<file path="config.mk">
export PLATFORM = sky130hd
export DESIGN_NAME = spi_slave_multiport_rw_flat
export DESIGN_NICKNAME = d
export VERILOG_FILES = /design/src/rtl/spi_slave_multiport_rw_pkg.sv /design/src/rtl/spi_slave_multiport_rw_if.sv /design/src/rtl/spi_slave_multiport_rw_edge_sync.sv /design/src/rtl/spi_slave_multiport_rw.sv /design/src/flat_wrapper.sv
export SDC_FILE = /design/constraint.sdc
export NUM_CORES = 1
export LEC_CHECK = 0
export CORE_UTILIZATION = 40
export CTS_CLUSTER_SIZE = 8
export DETAILED_ROUTE_END_ITERATION = 8
export GPL_ROUTABILITY_DRIVEN = 0
export PLACE_DENSITY = 0.81
export SLEW_MARGIN = 10
export SYNTH_ARGS = -nofsm -noshare
export SYNTH_HDL_FRONTEND = slang
export SYNTH_SLANG_ARGS = --single-unit
</file>
<file path="constraint.sdc">
create_clock -name clk -period 2.02 [get_ports clk]
set_input_delay 0.404 -clock clk [delete_from_list [all_inputs] [get_ports clk]]
set_output_delay 0.404 -clock clk [all_outputs]
set_load 0.03 [all_outputs]
</file>
<file path="src/rtl/spi_slave_multiport_rw_pkg.sv">
// rtl/spi_slave_multiport_rw_pkg.sv - shared types and command-format constants for the SPI multiport slave
package spi_slave_pkg;

    typedef enum logic [2:0] {
        ST_IDLE,
        ST_CMD,
        ST_REQ,
        ST_RD,
        ST_WR,
        ST_SKIP
    } state_t;

    localparam int   CMD_RW_BIT = 7;
    localparam int   CMD_ADR_W  = 7;
    localparam logic RD         = 1'b0;
    localparam logic WR         = 1'b1;

endpackage

</file>
<file path="src/rtl/spi_slave_multiport_rw_if.sv">
// rtl/spi_slave_multiport_rw_if.sv - SPI pins plus parallel read/write port bundle
interface spi_slave_multiport_rw_if #(
    parameter int NBIT = 8,
    parameter int NCH  = 4
);
    logic                sclk;
    logic                mosi;
    logic                cs;
    logic                miso;
    logic [NCH*NBIT-1:0] inport;
    logic [NCH-1:0]      rd_req;
    logic [NCH-1:0]      rd_ok;
    logic [NBIT-1:0]     outport;
    logic [NCH-1:0]      wr_stb;
    logic                err;

    modport slave (
        input  sclk, mosi, cs, inport, rd_ok,
        output miso, rd_req, outport, wr_stb, err
    );

    modport master (
        output sclk, mosi, cs, inport, rd_ok,
        input  miso, rd_req, outport, wr_stb, err
    );
endinterface

</file>
<file path="src/rtl/spi_slave_multiport_rw_edge_sync.sv">
// rtl/spi_slave_multiport_rw_edge_sync.sv - multi-stage synchroniser with rise/fall pulse outputs
module spi_edge_sync #(
    parameter int   SYNC    = 3,
    parameter logic RST_VAL = 1'b0
) (
    input  logic clk,
    input  logic rst,
    input  logic d,
    output logic rise,
    output logic fall
);
    logic [SYNC-1:0] sr;

    // Shift the async input through SYNC flops; bit 0 is the newest sample
    always_ff @(posedge clk or posedge rst) begin
        if (rst) begin
            sr <= {SYNC{RST_VAL}};
        end else begin
            sr <= {sr[SYNC-2:0], d};
        end
    end

    assign rise = sr[SYNC-2] & ~sr[SYNC-1];
    assign fall = ~sr[SYNC-2] & sr[SYNC-1];
endmodule

</file>
<file path="src/rtl/spi_slave_multiport_rw.sv">
// rtl/spi_slave_multiport_rw.sv - oversampled mode-0 SPI slave with NCH read/write parallel ports
module spi_slave_multiport_rw
    import spi_slave_pkg::*;
#(
    parameter int NBIT     = 8,
    parameter int NCH      = 4,
    parameter int BASE_ADR = 1,
    parameter int SYNC     = 3
) (
    input logic                   clk,
    input logic                   rst,
    spi_slave_multiport_rw_if.slave bus
);
    // The shift register also assembles the 8-bit command, so it is never narrower than 8
    localparam int SW  = (NBIT > 8) ? NBIT : 8;
    localparam int CW  = $clog2(SW + 1);
    localparam int CHW = (NCH > 1) ? $clog2(NCH) : 1;

    localparam logic [CW-1:0]        CMD_LAST  = CW'(7);
    localparam logic [CW-1:0]        WORD_LAST = CW'(NBIT - 1);
    localparam logic [CHW-1:0]       CH_LAST   = CHW'(NCH - 1);
    localparam logic [CMD_ADR_W-1:0] ADR_LO    = CMD_ADR_W'(BASE_ADR);
    localparam logic [CMD_ADR_W-1:0] ADR_HI    = CMD_ADR_W'(BASE_ADR + NCH - 1);
    localparam logic [NCH-1:0]       CH_ONE    = NCH'(1);

    logic sclk_rise, sclk_fall, cs_rise, cs_fall;

    spi_edge_sync #(.SYNC(SYNC), .RST_VAL(1'b0)) u_sclk_sync (
        .clk  (clk),
        .rst  (rst),
        .d    (bus.sclk),
        .rise (sclk_rise),
        .fall (sclk_fall)
    );

    spi_edge_sync #(.SYNC(SYNC), .RST_VAL(1'b1)) u_cs_sync (
        .clk  (clk),
        .rst  (rst),
        .d    (bus.cs),
        .rise (cs_rise),
        .fall (cs_fall)
    );

    // mosi is delayed by SYNC-1 flops so its value lines up with the sclk edge pulses
    logic [SYNC-2:0] mosi_sr;
    logic            mosi_s;

    // mosi synchroniser chain
    always_ff @(posedge clk or posedge rst) begin
        if (rst) begin
            mosi_sr <= '0;
        end else begin
            mosi_sr <= (SYNC-1)'({mosi_sr, bus.mosi});
        end
    end

    assign mosi_s = mosi_sr[SYNC-2];

    state_t          state;
    logic [CW-1:0]   bit_cnt;
    logic [CHW-1:0]  ch;
    logic [SW-1:0]   sreg;
    logic            miso_r;
    logic [NCH-1:0]  rd_req_r;
    logic [NBIT-1:0] outport_r;
    logic [NCH-1:0]  wr_stb_r;
    logic            err_r;

    logic [SW-1:0]        sreg_in;
    logic [7:0]           cmd_byte;
    logic [CMD_ADR_W-1:0] cmd_adr;
    logic                 cmd_hit;
    logic [CHW-1:0]       cmd_ch;
    logic [CHW-1:0]       ch_nxt;
    logic [NBIT-1:0]      rd_word;
    logic                 word_done;

    assign sreg_in   = {sreg[SW-2:0], mosi_s};
    assign cmd_byte  = sreg_in[7:0];
    assign cmd_adr   = cmd_byte[CMD_ADR_W-1:0];
    assign cmd_hit   = (cmd_adr >= ADR_LO) && (cmd_adr <= ADR_HI);
    assign cmd_ch    = CHW'(cmd_adr - ADR_LO);
    assign ch_nxt    = (ch == CH_LAST) ? '0 : ch + CHW'(1);
    assign rd_word   = bus.inport[ch*NBIT +: NBIT];
    assign word_done = sclk_rise && (bit_cnt == WORD_LAST);

    // Transaction FSM; every output is a register
    always_ff @(posedge clk or posedge rst) begin
        if (rst) begin
            state     <= ST_IDLE;
            bit_cnt   <= '0;
            ch        <= '0;
            sreg      <= '0;
            miso_r    <= 1'b1;
            rd_req_r  <= '0;
            outport_r <= '0;
            wr_stb_r  <= '0;
            err_r     <= 1'b0;
        end else begin
            wr_stb_r <= '0;
            err_r    <= 1'b0;
            if (cs_rise) begin
                // A word whose last bit lands together with cs release still counts
                if (state == ST_WR && word_done) begin
                    outport_r <= sreg_in[NBIT-1:0];
                    wr_stb_r  <= CH_ONE << ch;
                end
                state    <= ST_IDLE;
                rd_req_r <= '0;
                miso_r   <= 1'b1;
                bit_cnt  <= '0;
            end else begin
                case (state)
                    ST_IDLE: begin
                        if (cs_fall) begin
                            state   <= ST_CMD;
                            bit_cnt <= '0;
                        end
                    end
                    ST_CMD: begin
                        if (sclk_rise) begin
                            sreg <= sreg_in;
                            if (bit_cnt == CMD_LAST) begin
                                bit_cnt <= '0;
                                ch      <= cmd_ch;
                                if (!cmd_hit) begin
                                    state <= ST_SKIP;
                                end else if (cmd_byte[CMD_RW_BIT] == WR) begin
                                    state <= ST_WR;
                                end else begin
                                    state    <= ST_REQ;
                                    rd_req_r <= CH_ONE << cmd_ch;
                                end
                            end else begin
                                bit_cnt <= bit_cnt + CW'(1);
                            end
                        end
                    end
                    ST_REQ: begin
                        if (sclk_rise) begin
                            // Host clocked a data bit before the word arrived: send ones
                            err_r    <= 1'b1;
                            sreg     <= '1;
                            miso_r   <= 1'b1;
                            rd_req_r <= '0;
                            bit_cnt  <= CW'(1);
                            state    <= ST_RD;
                        end else if (bus.rd_ok[ch]) begin
                            sreg     <= SW'({rd_word[NBIT-2:0], 1'b1});
                            miso_r   <= rd_word[NBIT-1];
                            rd_req_r <= '0;
                            state    <= ST_RD;
                        end
                    end
                    ST_RD: begin
                        if (sclk_rise) begin
                            if (bit_cnt == WORD_LAST) begin
                                bit_cnt  <= '0;
                                ch       <= ch_nxt;
                                rd_req_r <= CH_ONE << ch_nxt;
                                state    <= ST_REQ;
                            end else begin
                                bit_cnt <= bit_cnt + CW'(1);
                            end
                        end else if (sclk_fall && bit_cnt != '0) begin
                            // The trailing fall of the previous byte (bit_cnt 0) must not shift
                            miso_r <= sreg[NBIT-1];
                            sreg   <= {sreg[SW-2:0], 1'b1};
                        end
                    end
                    ST_WR: begin
                        if (sclk_rise) begin
                            sreg <= sreg_in;
                            if (bit_cnt == WORD_LAST) begin
                                outport_r <= sreg_in[NBIT-1:0];
                                wr_stb_r  <= CH_ONE << ch;
                                ch        <= ch_nxt;
                                bit_cnt   <= '0;
                            end else begin
                                bit_cnt <= bit_cnt + CW'(1);
                            end
                        end
                    end
                    ST_SKIP: begin
                        state <= ST_SKIP;
                    end
                    default: begin
                        state <= ST_IDLE;
                    end
                endcase
            end
        end
    end

    assign bus.miso    = miso_r;
    assign bus.rd_req  = rd_req_r;
    assign bus.outport = outport_r;
    assign bus.wr_stb  = wr_stb_r;
    assign bus.err     = err_r;
endmodule

</file>
<file path="src/flat_wrapper.sv">
// flat-port wrapper written by rule: the top's interface ports become plain ports
module spi_slave_multiport_rw_flat import spi_slave_pkg::*;
#(
    parameter int NBIT     = 8,
    parameter int NCH      = 4,
    parameter int BASE_ADR = 1,
    parameter int SYNC     = 3
)
  (clk, rst, bus_sclk, bus_mosi, bus_cs, bus_inport, bus_rd_ok, bus_miso, bus_rd_req, bus_outport, bus_wr_stb, bus_err);
  spi_slave_multiport_rw_if #(.NBIT(NBIT), .NCH(NCH)) bus_i ();
  input logic clk;
  input logic rst;
  input wire logic [$bits(bus_i.sclk)-1:0] bus_sclk;
  input wire logic [$bits(bus_i.mosi)-1:0] bus_mosi;
  input wire logic [$bits(bus_i.cs)-1:0] bus_cs;
  input wire logic [$bits(bus_i.inport)-1:0] bus_inport;
  input wire logic [$bits(bus_i.rd_ok)-1:0] bus_rd_ok;
  output wire logic [$bits(bus_i.miso)-1:0] bus_miso;
  output wire logic [$bits(bus_i.rd_req)-1:0] bus_rd_req;
  output wire logic [$bits(bus_i.outport)-1:0] bus_outport;
  output wire logic [$bits(bus_i.wr_stb)-1:0] bus_wr_stb;
  output wire logic [$bits(bus_i.err)-1:0] bus_err;
  assign bus_i.sclk = bus_sclk;
  assign bus_i.mosi = bus_mosi;
  assign bus_i.cs = bus_cs;
  assign bus_i.inport = bus_inport;
  assign bus_i.rd_ok = bus_rd_ok;
  assign bus_miso = bus_i.miso;
  assign bus_rd_req = bus_i.rd_req;
  assign bus_outport = bus_i.outport;
  assign bus_wr_stb = bus_i.wr_stb;
  assign bus_err = bus_i.err;
  spi_slave_multiport_rw #(.NBIT(NBIT), .NCH(NCH), .BASE_ADR(BASE_ADR), .SYNC(SYNC)) u_core (.clk(clk), .rst(rst), .bus(bus_i));
endmodule
</file>
==> impl_metrics.env <==
export IMPL_status="finished clean"
export IMPL_drtIter0Drc=148
export IMPL_crit_path_max_fanout=4
export IMPL_routed_wl_mm=5.520
export IMPL_dp_cells=369
export IMPL_cts_made_buffers=5
export IMPL_arrival_ns=2.14
export IMPL_crit_family="compound AO/OA/AOI/OAI gates"
export IMPL_die_height_um=79.88
export IMPL_h_tree_depth=2
export IMPL_synth_fa_ha_area_share_pct=4.126
export IMPL_clock_latency_ns=0.30
export IMPL_design_area_um2=3396
export IMPL_antenna_found_initial=0
export IMPL_p_total_mw=2.965
export IMPL_cp_data_required_time_ns=2.20
export IMPL_wire_per_inst_um=14.64
export IMPL_synth_compound_area_share_pct=12.27
export IMPL_syn_nets=270
export IMPL_post_layout_nonfiller_instances=377
export IMPL_slew_viol_final=0
export IMPL_power_density_nw_per_um2=873.2
export IMPL_synth_top_family_by_area="multiplexers"
export IMPL_io_pins=59
export IMPL_syn_avg_cell_area_um2=10.98
export IMPL_numPortBuffers=58
export IMPL_post_dp_cell_area_um2=3266
export IMPL_vias_per_cell=5.387
export IMPL_grt_ovfl_total=0
export IMPL_fill_cells=517
export IMPL_path_clk_slew_ns=0.08
export IMPL_rsz0062_at_grt="no"
export IMPL_diodes=0
export IMPL_syn_to_final_growth_pct=39.97
export IMPL_vdd_drop_max_mv=0.4297
export IMPL_drive_gt1_share_pct=25.50
export IMPL_rows=28
export IMPL_synth_xor_area_share_pct=0.3610
export IMPL_die_x_um=79.88
export IMPL_core_area_um2=5886
export IMPL_ys_types=48
export IMPL_hp_start="u_core.u_sclk_sync.sr[0]"
export IMPL_holdWs_ns=0.3533
export IMPL_cap_violations=0
export IMPL_slew_headroom_pct=59.73
export IMPL_p_leak_nw=1.417
export IMPL_grt_usage_pct=18.77
export IMPL_grt_first_pass_wirelength_mm=9.149
export IMPL_synth_seq_cells=43
export IMPL_cts_tree="done"
export IMPL_synth_edff_count=0
export IMPL_worstSetupStartpointType="flip-flop"
export IMPL_num_vias=2031
export IMPL_reg2reg_from="u_core.sreg[2]"
export IMPL_root_buffer="clkbuf_8"
export IMPL_start_util_pct=41.22
export IMPL_max_freq_ghz=0.5121
export IMPL_muxShareOfSynthArea_pct=18.57
export IMPL_cp_end_kind="flip-flop"
export IMPL_cts_hold_buffers=0
export IMPL_critical_path_class="flip-flop to flip-flop"
export IMPL_synth_top_cell_by_area="dfrtp_1"
export IMPL_hold_path_class="flip-flop to flip-flop"
export IMPL_drt_pass1_iterations=4
export IMPL_drc=0
export IMPL_synth_area_um2=2426
export IMPL_synth_simple_gate_area_share_pct=16.61
export IMPL_ys_flop_type="dfrtp_1"
export IMPL_grt_pass1_vias=2016
export IMPL_final_util_pct=57.70
export IMPL_min_period_over_period_pct=96.68
export IMPL_slowest_stage="or4_4"
export IMPL_synth_top_cell_area_share_pct=40.23
export IMPL_clockBufferDepth=2
export IMPL_synth_seq_area_share_pct=44.56
export IMPL_finClkSkew_ns=0.007581
export IMPL_num_nets_final=350
export IMPL_ant_nets=0
export IMPL_post_dp_hpwl_mm=4.231
export IMPL_crit_path_start="u_core.sreg[2]"
export IMPL_critPathMaxStageDelay_ns=0.55
export IMPL_synth_area_leaders="dfrtp_1 (40%), mux2_2 (7.4%), mux4_2 (7.4%)"
export IMPL_tightest_slew_ns=0.5985
export IMPL_synth_async_reset_ratio_pct=100.0
export IMPL_yosysWarnings=0
export IMPL_finalHoldViolCount=0
export IMPL_setup_viol=0
export IMPL_worstPathCellList="or4_4 -> a2111oi_4 -> a21oi_2 -> a211o_2 -> o2bb2ai_1"
export IMPL_cp_num_buf_inv=0
export IMPL_netlist_instances=221
export IMPL_grt_max_degree=44
export IMPL_clock_sinks=43
export IMPL_final_min_clock_period_ns=1.953
export IMPL_die_area_um2=6381
==> per-stage QoR <==
step | TNS, ns | setup WS [ns]
floorplan | 0 | 0.04885
global placement | -0.01103 | -0.003247
detailed placement | -0.3565 | -0.05364
CTS | 0 | 0.07528
global route | 0 | 0.0002021
finish | 0 | 0.06716
==> repair_timing <==
action,4_1_cts,5_1_grt
gates resized for setup,3,4
endpoints found under the setup margin,6,13
endpoints found under the hold margin,0,0
buffers inserted,0,0
pin swaps,1,0
==> cells in the mapped netlist (3+ instances only) <==
cell	instances
nor3_1	3
o2bb2ai_1	4
ha_1	8
nand2_1	10
a21oi_1	13
nor2_1	20
and2_1	4
nand3_1	11
dfstp_2	4
o21ai_0	6
mux2i_1	9
dfrtp_1	39
nor4_1	3
mux2_2	16
nand2b_1	5
inv_1	10
clkbuf_1	6
nor2b_1	7
mux4_2	8
==> cells by family after synthesis <==
group	after synthesis
AND/OR/NAND/NOR	76
flip-flops	43
AO/OA/AOI/OAI	40
multiplexers	33
buffers and inverters	20
adder cells (fa/ha/maj)	8
XOR/XNOR	1
==> power breakdown <==
part / internal [mW] / leakage, nW / total [mW] / switching [mW]
Combinational: 0.587 / 0.820 / 1.16 / 0.572
Sequential: 0.994 / 0.539 / 1.14 / 0.147
Clock: 0.368 / 0.0581 / 0.665 / 0.297
Total: 1.95 / 1.42 / 2.97 / 1.02
==> worst register-to-register path: stages (launching register included) <==
cell and delay [ns]:
dfrtp_1 0.38, or4_4 0.55, a2111oi_4 0.28, a21oi_2 0.11, a211o_2 0.38, o2bb2ai_1 0.13
==> per-layer routing <==
layer  vias to the layer above  wire (um)  global-route usage (%)
met5                         -          0                       0
met1                       998       2267                   22.49
met3                        10        235                   4.457
met2                        62       2922                   33.33
met4                         0         94                   5.357
li1                        961          -                       -
==> state kept, by name (all words and copies together) (netlist names) <==
signal                 cells
u_core.u_sclk_sync.sr      3
u_core.u_cs_sync.sr        3
u_core.bus.outport         8
u_core.bus.err             1
u_core.bus.wr_stb          4
u_core.bus.miso            1
u_core.state               3
u_core.ch                  2
u_core.mosi_sr             2
u_core.bit_cnt             4
u_core.bus.rd_req          4
u_core.sreg                8
==> cell usage in the layout (no fill, tap or decap), types with 2 or more instances in the layout <==
master / netlist / layout
clkdlybuf4s50_1: 0 / 58
nor2b_1: 7 / 7
nor4_1: 3 / 3
buf_12: 0 / 2
buf_4: 2 / 23
dfrtp_1: 39 / 38
nand2_1: 10 / 10
nand2b_1: 5 / 5
a21oi_1: 13 / 12
mux2i_1: 9 / 9
nor3_1: 3 / 3
and3_1: 2 / 2
and2_1: 4 / 4
mux4_2: 8 / 8
a211oi_2: 1 / 2
inv_1: 10 / 10
ha_1: 8 / 8
o21ai_1: 1 / 2
clkbuf_8: 0 / 5
o21ai_0: 6 / 5
o2bb2ai_1: 4 / 4
dfstp_2: 4 / 4
mux2_2: 16 / 16
or2_2: 2 / 2
a32o_1: 2 / 2
nor2_1: 20 / 20
nand3_1: 11 / 11
==> final timing paths <==
| kind | to | slack, ns | depth (start not counted) |
|---|---|---|---|
| max in group asynchronous | u_core.bus.miso | 1.30 | 3 |
| worst min-delay path | u_core.u_sclk_sync.sr[1] | 0.35 | 0 |
| worst max register to register | u_core.bus.rd_req[3] | 0.07 | 5 |
| worst min register to register | u_core.u_sclk_sync.sr[1] | 0.35 | 0 |
| worst max-delay path | u_core.bus.rd_req[3] | 0.07 | 5 |
| min in group asynchronous | u_core.mosi_sr[0] | 0.45 | 3 |
==> layout make-up <==
class,instances,area [um^2],share of cell area (%)
clock inverters,3,43.79,1.290
repair buffers,83,793.3,23.36
multi-input cells,158,1276,37.58
well taps,75,93.84,2.763
flip-flops and latches,43,1082,31.87
clock buffers,5,68.82,2.027
inverters,10,37.54,1.105
No activity file was read; power rests on OpenSTA's default activity.
